[src/rtl/video_timing_gen.sv]
// Parametrised raster timing generator: hsync/vsync/de, pixel coordinates and line/frame strobes.
// Optional TG_FRAME_CNT_EN adds a 32-bit frame counter output (frame_cnt).
module video_timing_gen #(
    parameter int HW       = 16,
    parameter int VW       = 13,
    parameter int H_ACTIVE = 48,
    parameter int H_FP     = 4,
    parameter int H_SYNC   = 6,
    parameter int H_BP     = 6,
    parameter int V_ACTIVE = 24,
    parameter int V_FP     = 2,
    parameter int V_SYNC   = 3,
    parameter int V_BP     = 3,
    parameter int HS_POL   = 1,
    parameter int VS_POL   = 1
) (
    input  logic          clk,
    input  logic          rst,
    input  logic          en,
    input  logic [HW-1:0] cfg_h_active,
    input  logic [HW-1:0] cfg_h_fp,
    input  logic [HW-1:0] cfg_h_sync,
    input  logic [HW-1:0] cfg_h_bp,
    input  logic [VW-1:0] cfg_v_active,
    input  logic [VW-1:0] cfg_v_fp,
    input  logic [VW-1:0] cfg_v_sync,
    input  logic [VW-1:0] cfg_v_bp,
    input  logic          cfg_load,
    output logic          cfg_busy,
    output logic          hsync,
    output logic          vsync,
    output logic          de,
    output logic [HW-1:0] x,
    output logic [VW-1:0] y,
    output logic          sol,
    output logic          sof,
    output logic          eol,
    output logic          eof
`ifdef TG_FRAME_CNT_EN
    ,
    output logic [31:0]   frame_cnt
`endif
);

    localparam logic HS_LVL = (HS_POL != 0);
    localparam logic VS_LVL = (VS_POL != 0);

    logic [HW-1:0] h_act_r, h_fp_r, h_sync_r, h_bp_r;
    logic [VW-1:0] v_act_r, v_fp_r, v_sync_r, v_bp_r;
    logic [HW-1:0] pend_h_act_r, pend_h_fp_r, pend_h_sync_r, pend_h_bp_r;
    logic [VW-1:0] pend_v_act_r, pend_v_fp_r, pend_v_sync_r, pend_v_bp_r;
    logic [HW-1:0] hc_r;
    logic [VW-1:0] vc_r;

    logic [HW+1:0] h_tot_s, hs_beg_s, hs_end_s, hc_ext_s;
    logic [VW+1:0] v_tot_s, vs_beg_s, vs_end_s, vc_ext_s;
    logic          h_last_s, v_last_s, boundary_s;
    logic          de_s, hs_on_s, vs_on_s;

    // Phase boundaries and position decode from the live (shadow) timing
    always_comb begin
        h_tot_s    = {2'b00, h_act_r} + {2'b00, h_fp_r} + {2'b00, h_sync_r} + {2'b00, h_bp_r};
        hs_beg_s   = {2'b00, h_act_r} + {2'b00, h_fp_r};
        hs_end_s   = hs_beg_s + {2'b00, h_sync_r};
        v_tot_s    = {2'b00, v_act_r} + {2'b00, v_fp_r} + {2'b00, v_sync_r} + {2'b00, v_bp_r};
        vs_beg_s   = {2'b00, v_act_r} + {2'b00, v_fp_r};
        vs_end_s   = vs_beg_s + {2'b00, v_sync_r};
        hc_ext_s   = {2'b00, hc_r};
        vc_ext_s   = {2'b00, vc_r};
        h_last_s   = (hc_ext_s == (h_tot_s - {{(HW+1){1'b0}}, 1'b1}));
        v_last_s   = (vc_ext_s == (v_tot_s - {{(VW+1){1'b0}}, 1'b1}));
        boundary_s = en && h_last_s && v_last_s;
        de_s       = (hc_ext_s < {2'b00, h_act_r}) && (vc_ext_s < {2'b00, v_act_r});
        hs_on_s    = (hc_ext_s >= hs_beg_s) && (hc_ext_s < hs_end_s);
        vs_on_s    = (vc_ext_s >= vs_beg_s) && (vc_ext_s < vs_end_s);
    end

    // Raster position counters
    always_ff @(posedge clk) begin
        if (rst) begin
            hc_r <= {HW{1'b0}};
            vc_r <= {VW{1'b0}};
        end else if (en) begin
            if (h_last_s) begin
                hc_r <= {HW{1'b0}};
                vc_r <= v_last_s ? {VW{1'b0}} : (vc_r + {{(VW-1){1'b0}}, 1'b1});
            end else begin
                hc_r <= hc_r + {{(HW-1){1'b0}}, 1'b1};
            end
        end
    end

    // Pending capture and frame-boundary swap into the shadow timing
    always_ff @(posedge clk) begin
        if (rst) begin
            h_act_r       <= HW'(H_ACTIVE);
            h_fp_r        <= HW'(H_FP);
            h_sync_r      <= HW'(H_SYNC);
            h_bp_r        <= HW'(H_BP);
            v_act_r       <= VW'(V_ACTIVE);
            v_fp_r        <= VW'(V_FP);
            v_sync_r      <= VW'(V_SYNC);
            v_bp_r        <= VW'(V_BP);
            pend_h_act_r  <= {HW{1'b0}};
            pend_h_fp_r   <= {HW{1'b0}};
            pend_h_sync_r <= {HW{1'b0}};
            pend_h_bp_r   <= {HW{1'b0}};
            pend_v_act_r  <= {VW{1'b0}};
            pend_v_fp_r   <= {VW{1'b0}};
            pend_v_sync_r <= {VW{1'b0}};
            pend_v_bp_r   <= {VW{1'b0}};
            cfg_busy      <= 1'b0;
        end else if (boundary_s) begin
            // A load landing on the boundary itself bypasses the pending stage
            if (cfg_load) begin
                h_act_r  <= cfg_h_active;
                h_fp_r   <= cfg_h_fp;
                h_sync_r <= cfg_h_sync;
                h_bp_r   <= cfg_h_bp;
                v_act_r  <= cfg_v_active;
                v_fp_r   <= cfg_v_fp;
                v_sync_r <= cfg_v_sync;
                v_bp_r   <= cfg_v_bp;
            end else if (cfg_busy) begin
                h_act_r  <= pend_h_act_r;
                h_fp_r   <= pend_h_fp_r;
                h_sync_r <= pend_h_sync_r;
                h_bp_r   <= pend_h_bp_r;
                v_act_r  <= pend_v_act_r;
                v_fp_r   <= pend_v_fp_r;
                v_sync_r <= pend_v_sync_r;
                v_bp_r   <= pend_v_bp_r;
            end
            cfg_busy <= 1'b0;
        end else if (cfg_load) begin
            pend_h_act_r  <= cfg_h_active;
            pend_h_fp_r   <= cfg_h_fp;
            pend_h_sync_r <= cfg_h_sync;
            pend_h_bp_r   <= cfg_h_bp;
            pend_v_act_r  <= cfg_v_active;
            pend_v_fp_r   <= cfg_v_fp;
            pend_v_sync_r <= cfg_v_sync;
            pend_v_bp_r   <= cfg_v_bp;
            cfg_busy      <= 1'b1;
        end
    end

    // Registered output decode, one cycle behind the counters
    always_ff @(posedge clk) begin
        if (rst) begin
            x     <= {HW{1'b0}};
            y     <= {VW{1'b0}};
            de    <= 1'b0;
            hsync <= ~HS_LVL;
            vsync <= ~VS_LVL;
            sol   <= 1'b0;
            sof   <= 1'b0;
            eol   <= 1'b0;
            eof   <= 1'b0;
        end else if (en) begin
            x     <= hc_r;
            y     <= vc_r;
            de    <= de_s;
            hsync <= hs_on_s ? HS_LVL : ~HS_LVL;
            vsync <= vs_on_s ? VS_LVL : ~VS_LVL;
            sol   <= (hc_r == {HW{1'b0}});
            sof   <= (hc_r == {HW{1'b0}}) && (vc_r == {VW{1'b0}});
            eol   <= h_last_s;
            eof   <= h_last_s && v_last_s;
        end
    end

`ifdef TG_FRAME_CNT_EN
    // Completed-frame counter, advancing alongside eof
    always_ff @(posedge clk) begin
        if (rst) begin
            frame_cnt <= 32'd0;
        end else if (boundary_s) begin
            frame_cnt <= frame_cnt + 32'd1;
        end
    end
`endif

endmodule

[config.mk]
export PLATFORM = sky130hd
export DESIGN_NAME = video_timing_gen
export DESIGN_NICKNAME = d
export VERILOG_FILES = /design/src/rtl/video_timing_gen.sv
export SDC_FILE = /design/constraint.sdc
export NUM_CORES = 1
export LEC_CHECK = 0
export CELL_PAD_IN_SITES_DETAIL_PLACEMENT = 0
export CELL_PAD_IN_SITES_GLOBAL_PLACEMENT = 2
export CORE_ASPECT_RATIO = 0.5
export CORE_MARGIN = 3
export CORE_UTILIZATION = 40
export CTS_CLUSTER_DIAMETER = 30
export CTS_CLUSTER_SIZE = 16
export DETAILED_ROUTE_END_ITERATION = 8
export GPL_ROUTABILITY_DRIVEN = 0
export PLACE_DENSITY = 0.95
export SYNTH_ARGS = -nofsm -noshare
export SYNTH_HDL_FRONTEND = slang
export SYNTH_SLANG_ARGS = --single-unit
[constraint.sdc]
create_clock -name clk -period 18.65 [get_ports clk]
set_clock_uncertainty 0.1 [all_clocks]
set_input_delay 2.7975 -clock clk [delete_from_list [all_inputs] [get_ports clk]]
set_output_delay 2.7975 -clock clk [all_outputs]
set_load 0.1 [all_outputs]
# Word-level counts from Yosys, hierarchy flattened
# Cells that the tools add are included.
dict set report classes {
  addsub 10
  order_cmp 6
  n_eq_ne 2
  n_mux 20
  n_bitwise 1
  n_reduce_logical 14
}
# op n
set ops {}
lappend ops {{$mux W16} 9}
lappend ops {{$mux W13} 9}
lappend ops {{$add A17 B16 Y18} 1}
lappend ops {{$add A18 B16 Y18} 1}
lappend ops {{$eq A16 B18 Y1} 1}
lappend ops {{$lt A16 B18 Y1} 1}
lappend ops {{$sub A18 B1 Y18 const B} 1}
lappend ops {{$add A16 B16 Y17} 1}
lappend ops {{$ge A16 B17 Y1} 1}
lappend ops {{$add A16 B1 Y16 const B} 1}
lappend ops {{$logic_not A16 Y1} 1}
lappend ops {{$lt A16 B16 Y1} 1}
lappend ops {{$add A14 B13 Y15} 1}
lappend ops {{$add A15 B13 Y15} 1}
lappend ops {{$eq A13 B15 Y1} 1}
lappend ops {{$lt A13 B15 Y1} 1}
lappend ops {{$sub A15 B1 Y15 const B} 1}
lappend ops {{$add A13 B13 Y14} 1}
lappend ops {{$ge A13 B14 Y1} 1}
lappend ops {{$add A13 B1 Y13 const B} 1}
lappend ops {{$logic_not A13 Y1} 1}
lappend ops {{$lt A13 B13 Y1} 1}
lappend ops {{$logic_and A1 B1 Y1} 7}
lappend ops {{$reduce_and A2 Y1} 3}
lappend ops {{other kinds (4)} 5}
dict set report totals {
  register_bits 298
  inputBits 120
  out_inout_bits 37
  elab_cells 81
}

# Depth between registers and ports, before layout
# Gate-level depths: netlist of the first run.
dict set report depth {
  word_depth 9
  ltp_mapped 36
}

# Least setup slack after synthesis of the first run
# OpenSTA, ideal clock, no wires.
dict set report synth_timing {
  path_kind {flip-flop to flip-flop}
  start {reg h_act_r[0]}
  end {reg pend_h_fp_r[0]}
  setup_ns 0.128
  t_arrival_ns 6.987
  required_ns 18.422
  path_slack_ns 11.435
  stages_incl_launch_ff 35
  period_less_slack_ns 7.215
  path_cell_list {dfxtp_1 > ha_1 > inv_1 > fa_1 > nor2b_1 > o21a_1 > o21ai_0 > a211oi_1 > a21o_1 > xor2_1 > ha_1 > and2_1 > o41ai_1 > a21oi_1 > a211oi_1 > o21bai_1 > a21oi_1 > xor2_1 > ha_1 > inv_1 > ha_1 > buf_2 > a41oi_1 > o32ai_1 > or3_1 > and4bb_1 > nand4_1 > or4b_1 > or4_4 > o31ai_2 > buf_4 > buf_8 > buf_12 > mux2i_1 > nor2_1}
}
dict set report synth_via {
  elab_chain_len 9
}
# item line_no
set synth_rtl {}
lappend synth_rtl {{from (decl)} 48} ;# logic [HW-1:0] h_act_r, h_fp_r, h_sync_r, h_bp_r;
lappend synth_rtl {{from (signal assigned)} 96} ;# h_act_r <= HW'(H_ACTIVE);
lappend synth_rtl {{from (signal assigned)} 116} ;# h_act_r <= cfg_h_active;
lappend synth_rtl {{from (signal assigned)} 125} ;# h_act_r <= pend_h_act_r;
lappend synth_rtl {{$add A16 B16 Y17} 62} ;# h_tot_s = {2'b00, h_act_r} + {2'b00, h_fp_r} + {2'b00, h_sync_r} + {2'b00, h_bp_r};
lappend synth_rtl {{$add A17 B16 Y18} 62}
lappend synth_rtl {{$add A18 B16 Y18} 62}
lappend synth_rtl {{$sub A18 B1 Y18} 70} ;# h_last_s = (hc_ext_s == (h_tot_s - {{(HW+1){1'b0}}, 1'b1}));
lappend synth_rtl {{$eq A16 B18 Y1} 70}
lappend synth_rtl {{$logic_and A1 B1 Y1 (2 in series)} 72} ;# boundary_s = en && h_last_s && v_last_s;
lappend synth_rtl {{$not A1 Y1 (no source line)} n/a}
lappend synth_rtl {{$reduce_and A2 Y1 (no source line)} n/a}
lappend synth_rtl {{to (signal assigned)} 105} ;# pend_h_fp_r <= {HW{1'b0}};
lappend synth_rtl {{to (signal assigned)} 137} ;# pend_h_fp_r <= cfg_h_fp;
lappend synth_rtl {{to (decl)} 50} ;# logic [HW-1:0] pend_h_act_r, pend_h_fp_r, pend_h_sync_r, pend_h_bp_r;
# No other way between the ends.
# A chain may end at the register's enable or synchronous reset.

# Worst setup path in the final report of the first run
dict set report layout_timing {
  start {reg h_act_r[0]}
  end {reg h_bp_r[2]}
}
dict set report layout_via {
  elab_chain_len 8
}
# item line_no
set layout_rtl {}
lappend layout_rtl {{$add A16 B16 Y17} 62}
lappend layout_rtl {{$add A17 B16 Y18} 62}
lappend layout_rtl {{$add A18 B16 Y18} 62}
lappend layout_rtl {{$sub A18 B1 Y18} 70}
lappend layout_rtl {{$eq A16 B18 Y1} 70}
lappend layout_rtl {{$logic_and A1 B1 Y1 (2 in series)} 72}
lappend layout_rtl {{$reduce_and A2 Y1 (no source line)} n/a}
lappend layout_rtl {{to (signal assigned)} 99} ;# h_bp_r <= HW'(H_BP);
lappend layout_rtl {{to (signal assigned)} 119} ;# h_bp_r <= cfg_h_bp;
lappend layout_rtl {{to (signal assigned)} 128} ;# h_bp_r <= pend_h_bp_r;
lappend layout_rtl {{to (decl)} 48}
# No other way between the ends.

==> results_dict.tcl, run 1 <==
set metrics [dict create \
    whs_path_depth 2 \
    synth-main-ff-cell "dfxtp_1" \
    required_ps 19000 \
    power_switching_share_pct 24.1 \
    combPwrFrac_pct 7.1 \
    peakVddDrop_uv 49.0 \
    yosys_warnings 0 \
    grt_pass1_vias 14800 \
    pwr-share-seq_pct 38.5 \
    final.setup.worst_slack_ps 10200 \
    pre_cts_ws_ps 10330 \
    synth_top_family_by_area "compound AO/OA/AOI/OAI gates" \
    cts_sinks 298 \
    synth.net_count 2457 \
    async_reset_ff_share_pct 0 \
    ios 157 \
    grt_usage_pct 18.4 \
    setup_viol_count_final 0 \
    synth_compound_area_share_pct 15.9 \
    max-cap-violations 0 \
    p_per_area_nw_per_um2 74.6 \
    rows 56 \
    grt_max_degree 178 \
    p_leak_nw 10.1 \
    fp.coreArea_um2 47400 \
    total_power_mw 1.72 \
    ff2ff_path_depth 32 \
    crit_type "flop to flop" \
    synthTopCellsByArea "dfxtp_1 31%, mux2i_1 13%, ha_1 13%" \
    wirelength_mm 48.3 \
    firstDrtPassIters 6 \
    root_buffer "clkbuf_16" \
    portBuffers 156 \
    wl_per_cell_um 16.5 \
    cp_top_family "compound AO/OA/AOI/OAI gates" \
    path_buf_inv 3 \
    netlist_instances 2134 \
    grt_pass1_wl_mm 78.3 \
    cts_made_buffers 49 \
    intPower_mw 1.30 \
    synthMuxAreaShare_pct 14.3 \
    path_clk_slew_ps 60 \
    fp.dieW_um 318 \
    cts-hold-fix-buffers 0 \
    cts_resized 0 \
    fin_nets 2566 \
    synthTopCellsByCount "329 x nor2_1, 298 x dfxtp_1, 261 x mux2i_1" \
    crit_path_start_kind "flop" \
    drcViolationCount 0 \
    synth-edff-count 0 \
    via_count 15100 \
    yosysMostFrequentCell "nor2_1" \
    final_antenna_net_count 0 \
    clockPowerShare_pct 54.4 \
    area_growth_pct 18.4 \
    die_h_um 162 \
    yosys.area_share.simple_pct 13.8 \
    min_path_type "flop to flop" \
    antenna_found_initial 1 \
    cp.arrival_ps 8800 \
    final_area_um2 23000 \
    dpl_cell_area_um2 21300 \
    cts_max_level 2 \
    end_kind "flop" \
    worst_pin_slew_ps 1070 \
    vias_per_cell 5.16 \
    max_freq_mhz 118 \
    synth_top_area_share_pct 30.7 \
    yosysTopAreaCell "dfxtp_1" \
    status "completed" \
    diodes 0 \
    slowest_delay_ps 570 \
    insertion_delay_ps 560 \
    slew_violations 0 \
    grt_overflow 0 \
    cpMostUsedCell "ha_1" \
    syn_area_um2 19400 \
    hold_violations 0 \
    hold_ws_ps 361 \
    clk_path_buf_depth 3 \
    drt_iter0_drc 857 \
    cp_max_fo 177 \
    path_depth 32 \
    start_util_pct 41.0 \
    synth_adder_area_share_pct 13.5 \
    die-area_um2 51400 \
    setup_tns_ps 0 \
    seq_area_frac_synth_pct 30.7 \
    synth-seq-cells 298 \
    p_switching_mw 0.413 \
    cp_slowest_cell "buf_12" \
    fin_crit_ps 8450 \
    syn_avg_cell_area_um2 9.10 \
    yosysUniqueCellTypes 73 \
    rsz0062_at_grt "false" \
    drive_gt1_share_pct 9.76 \
    slew_headroom_pct 28.4 \
    synth-xor-area-share_pct 5.36 \
    cts_tree "done" \
    cts_setup_buffers 0 \
    timing.final.crit_share_pct 45.3 \
    place_hpwl_mm 35.0 \
]
[worst min-delay path, stage by stage, from the launching register on]
cell     delay (ps)
dfxtp_1         320
nand2_1          50
o21ai_0          60
[cell usage in the layout, fill, tap and decap left out, drive strengths merged, types with 5 or more instances in the layout]
master,instances
ha,197
nor4b,5
or3,10
mux2,14
a31oi,7
o21ai,53
nand2b,39
inv,172
o211ai,8
o211a,5
o21a,14
dfxtp,298
clkbuf,63
clkinv,9
nor3,19
nor2b,16
or2,5
a2111oi,6
buf,17
xnor2,65
and2,7
xor2,53
clkinvlp,5
nor4,12
a211oi,117
o21bai,8
a21o,49
nand3,33
a211o,11
nand2,54
clkdlybuf4s50,153
nor2,329
a21oi,76
mux2i,261
fa,6
and3,16
nand4,20
[area by class of cell]
| type | count | area [µm²] |
|---|---|---|
| Sequential cell | 298 | 5970 |
| Inverter | 161 | 604 |
| Multi-Input combinational cell | 1563 | 12200 |
| Tap cell | 638 | 798 |
| Clock buffer | 63 | 1390 |
| Timing Repair Buffer | 170 | 1690 |
| Clock inverter | 29 | 330 |
| Fill cell | 4555 | 24400 |
[cell families (layout without fill, tap and decap cells)]
group	count (synthesis)	after routing
simple gates	580	580
compound gates	383	383
flops	298	298
mux	275	275
buf+inv	273	423
fa+ha+maj	207	207
xor+xnor	118	118
[power by group through the flow]
stage               Combinational (mW)  Clock [mW]  Sequential, mW
floorplan                       0.0724           0           0.679
global placement                 0.123           0           0.673
detailed placement               0.123           0           0.674
CTS                              0.124       0.957           0.661
global route                     0.132       0.989           0.662
finish                           0.122       0.933           0.661
[layer usage]
layer,global-route usage (%),vias up,share of wire (%)
li1,-,7724,-
met1,24.8,7074,49
met2,30.8,220,45
met3,3.47,66,3.8
met4,3.90,0,1.7
met5,0,-,0
[final timing paths]
kind / to / start / slack, ps
min reg2reg: de / de / 360
min: de / de / 360
max reg2reg: h_bp_r[2] / h_act_r[0] / 10200
max: h_bp_r[2] / h_act_r[0] / 10200
[per-stage QoR]
step	cells	util (%)
5_1_grt	2922	48.5
3_5_place_dp	2830	44.9
6_report	2922	48.5
3_3_place_gp	2830	44.9
4_1_cts	2922	48.5
2_1_floorplan	2134	-
Power figures use the tool's default switching activity.
==> run 2: changes to the inputs <==
CORE_UTILIZATION = 34   (was 40)
PLACE_DENSITY = 0.9   (was 0.95)
clock period = 6.84 ns   (was 18.65 ns; I/O delays follow)
==> results_dict.tcl, run 2 (synthesis results as in run 1) <==
set metrics [dict create \
    layout_common_cells "306 x nor2_1, 294 x dfxtp_1, 256 x mux2i_1, 188 x ha_1, 188 x buf_4" \
    grt_overflow 0 \
    grt_usage_pct 18.2 \
    drt_iter0_drc 712 \
    grt_pass1_vias 16200 \
    antenna_found_initial 2 \
    cts_sinks 298 \
    final.setup.worst_slack_ps -631 \
    path_depth 35 \
    reg2reg_from "h_fp_r[0]" \
    cts_tree "done" \
    slew_violations 0 \
    crit_start "h_fp_r[0]" \
    cts_made_buffers 52 \
    whs_path_depth 2 \
    total_power_mw 4.95 \
    firstDrtPassIters 5 \
    violations "negative setup slack" \
    die-area_um2 60200 \
    rows 61 \
    combPwrFrac_pct 7.7 \
    cp.arrival_ps 7780 \
    crit_path_start_kind "flop" \
    ios 157 \
    min_path_type "flop to flop" \
    fp.dieW_um 344 \
    peakVddDrop_uv 149 \
    cts_max_level 2 \
    min_to "de" \
    portBuffers 156 \
    die_h_um 175 \
    dpl_cell_area_um2 22900 \
    via_count 16300 \
    cpMostUsedCell "ha_4" \
    timing.final.crit_share_pct 109 \
    setup_viol_count_final 262 \
    fin_nets 2822 \
    worst_pin_slew_ps 1050 \
    ff2ff_path_depth 35 \
    root_buffer "clkbuf_16" \
    final_common_cell "nor2_1" \
    drcViolationCount 0 \
    rsz0062_at_grt "true" \
    power_switching_share_pct 23.8 \
    max-cap-violations 0 \
    insertion_delay_ps 570 \
    wirelength_mm 56.1 \
    r2r_slack_ps -630 \
    max_freq_mhz 134 \
    p_per_area_nw_per_um2 187 \
    fp.coreArea_um2 56000 \
    cts-hold-fix-buffers 0 \
    grt_pass1_wl_mm 87.6 \
    p_switching_mw 1.18 \
    pre_cts_ws_ps -802 \
    intPower_mw 3.77 \
    slowest_delay_ps 510 \
    grt_max_degree 133 \
    required_ps 7150 \
    end_kind "flop" \
    place_hpwl_mm 38.9 \
    area_growth_pct 36.4 \
    r2r-end "pend_h_fp_r[8]" \
    cp_max_fo 6 \
    final_area_um2 26500 \
    status "finished, violations left" \
    crit_type "flop to flop" \
    clk_path_buf_depth 3 \
    final_antenna_net_count 0 \
    cp_slowest_cell "or4b_4" \
    path_buf_inv 7 \
    vias_per_cell 4.95 \
    fin_crit_ps 7470 \
    wl_per_cell_um 17.0 \
    drive_gt1_share_pct 22.2 \
    dp.cells 3114 \
    clockPowerShare_pct 55.8 \
    final_cell_count_no_fill 3298 \
    slew_headroom_pct 29.7 \
    p_leak_nw 11.8 \
    setup_tns_ps -129910 \
    start_util_pct 34.7 \
    min-delay-start "de" \
    cp_top_family "compound AO/OA/AOI/OAI gates" \
    hold_violations 0 \
    pwr-share-seq_pct 36.5 \
    path_clk_slew_ps 50 \
]
[run 2: cell types whose count changed in the layout (fill, tap and decap cells not counted), moves of 11 or more]
cell      change
buf_4       +176
buf_6        +24
nor2_1       -23
nor2_2       +23
buf_12       +21
buf_16       +14
buf_8        +13
a211oi_1     -12
a211oi_2     +11
[run 2: power by group through the flow]
stage,clock network [mW],logic [mW],registers [mW]
global placement,0,0.340,1.84
floorplan,0,0.199,1.85
detailed placement,0,0.342,1.84
finish,2.76,0.382,1.81
global route,2.90,0.411,1.81
CTS,2.82,0.389,1.81
[run 2: cell type report]
| cell class | count | area (µm²) |
|---|---|---|
| clock buffers | 63 | 1430 |
| fillers | 5255 | 29500 |
| well taps | 756 | 946 |
| clock inverters | 33 | 442 |
| multi-input cells | 1563 | 12700 |
| inverters | 161 | 604 |
| diodes | 1 | 2.50 |
| repair buffers | 423 | 4420 |
| flip-flops and latches | 298 | 5970 |
[run 2: what timing repair did]
action | CTS | global route
pin swaps | 43 | 45
buffers inserted | 46 | 26
resized for setup | 83 | 73
gates cloned | 17 | 4
setup endpoints to repair | 238 | 264
[run 2: through the flow]
stage	hold slack, ps	utilization [%]
after global routing	386	47.3
final	355	47.3
after detailed placement	357	40.9
after CTS	367	46.5
after floorplan	346	-
after global placement	334	40.9
[run 2: worst max path at each step]
| stage | endpoint | slack [ps] |
|---|---|---|
| floorplan | pend_h_fp_r[0] | -150 |
| global placement | h_act_r[2] | -770 |
| detailed placement | pend_v_fp_r[1] | -800 |
| CTS | pend_h_fp_r[9] | -510 |
| global route | h_sync_r[1] | -980 |
| finish | pend_h_fp_r[8] | -630 |
[run 2: worst min-delay path, stage by stage (launching register included)]
cell and delay [ps]:
dfxtp_1 320, nand2_1 50, o21ai_0 60
[run 2: layer usage]
metal  track usage, %  vias to the layer above  share of wire (%)
met2             30.0                      230                 46
met1             25.0                     7745                 49
met4             3.94                        2                1.6
li1                 -                     8262                  -
met5                0                        -              0.023
met3             2.93                       80                3.7
==> run 3: changes to the inputs <==
--- a/constraint.sdc
+++ b/constraint.sdc
@@ -4,2 +4,2 @@
 set_output_delay 1.026 -clock clk [all_outputs]
-set_load 0.1 [all_outputs]
+set_load 0.05 [all_outputs]
==> results of run 3 <==
Same layout as run 2 (identical final DEF). Status: finished, violations left: negative setup slack.
Main changes from that run: total power 4.95 mW -> 4.94 mW
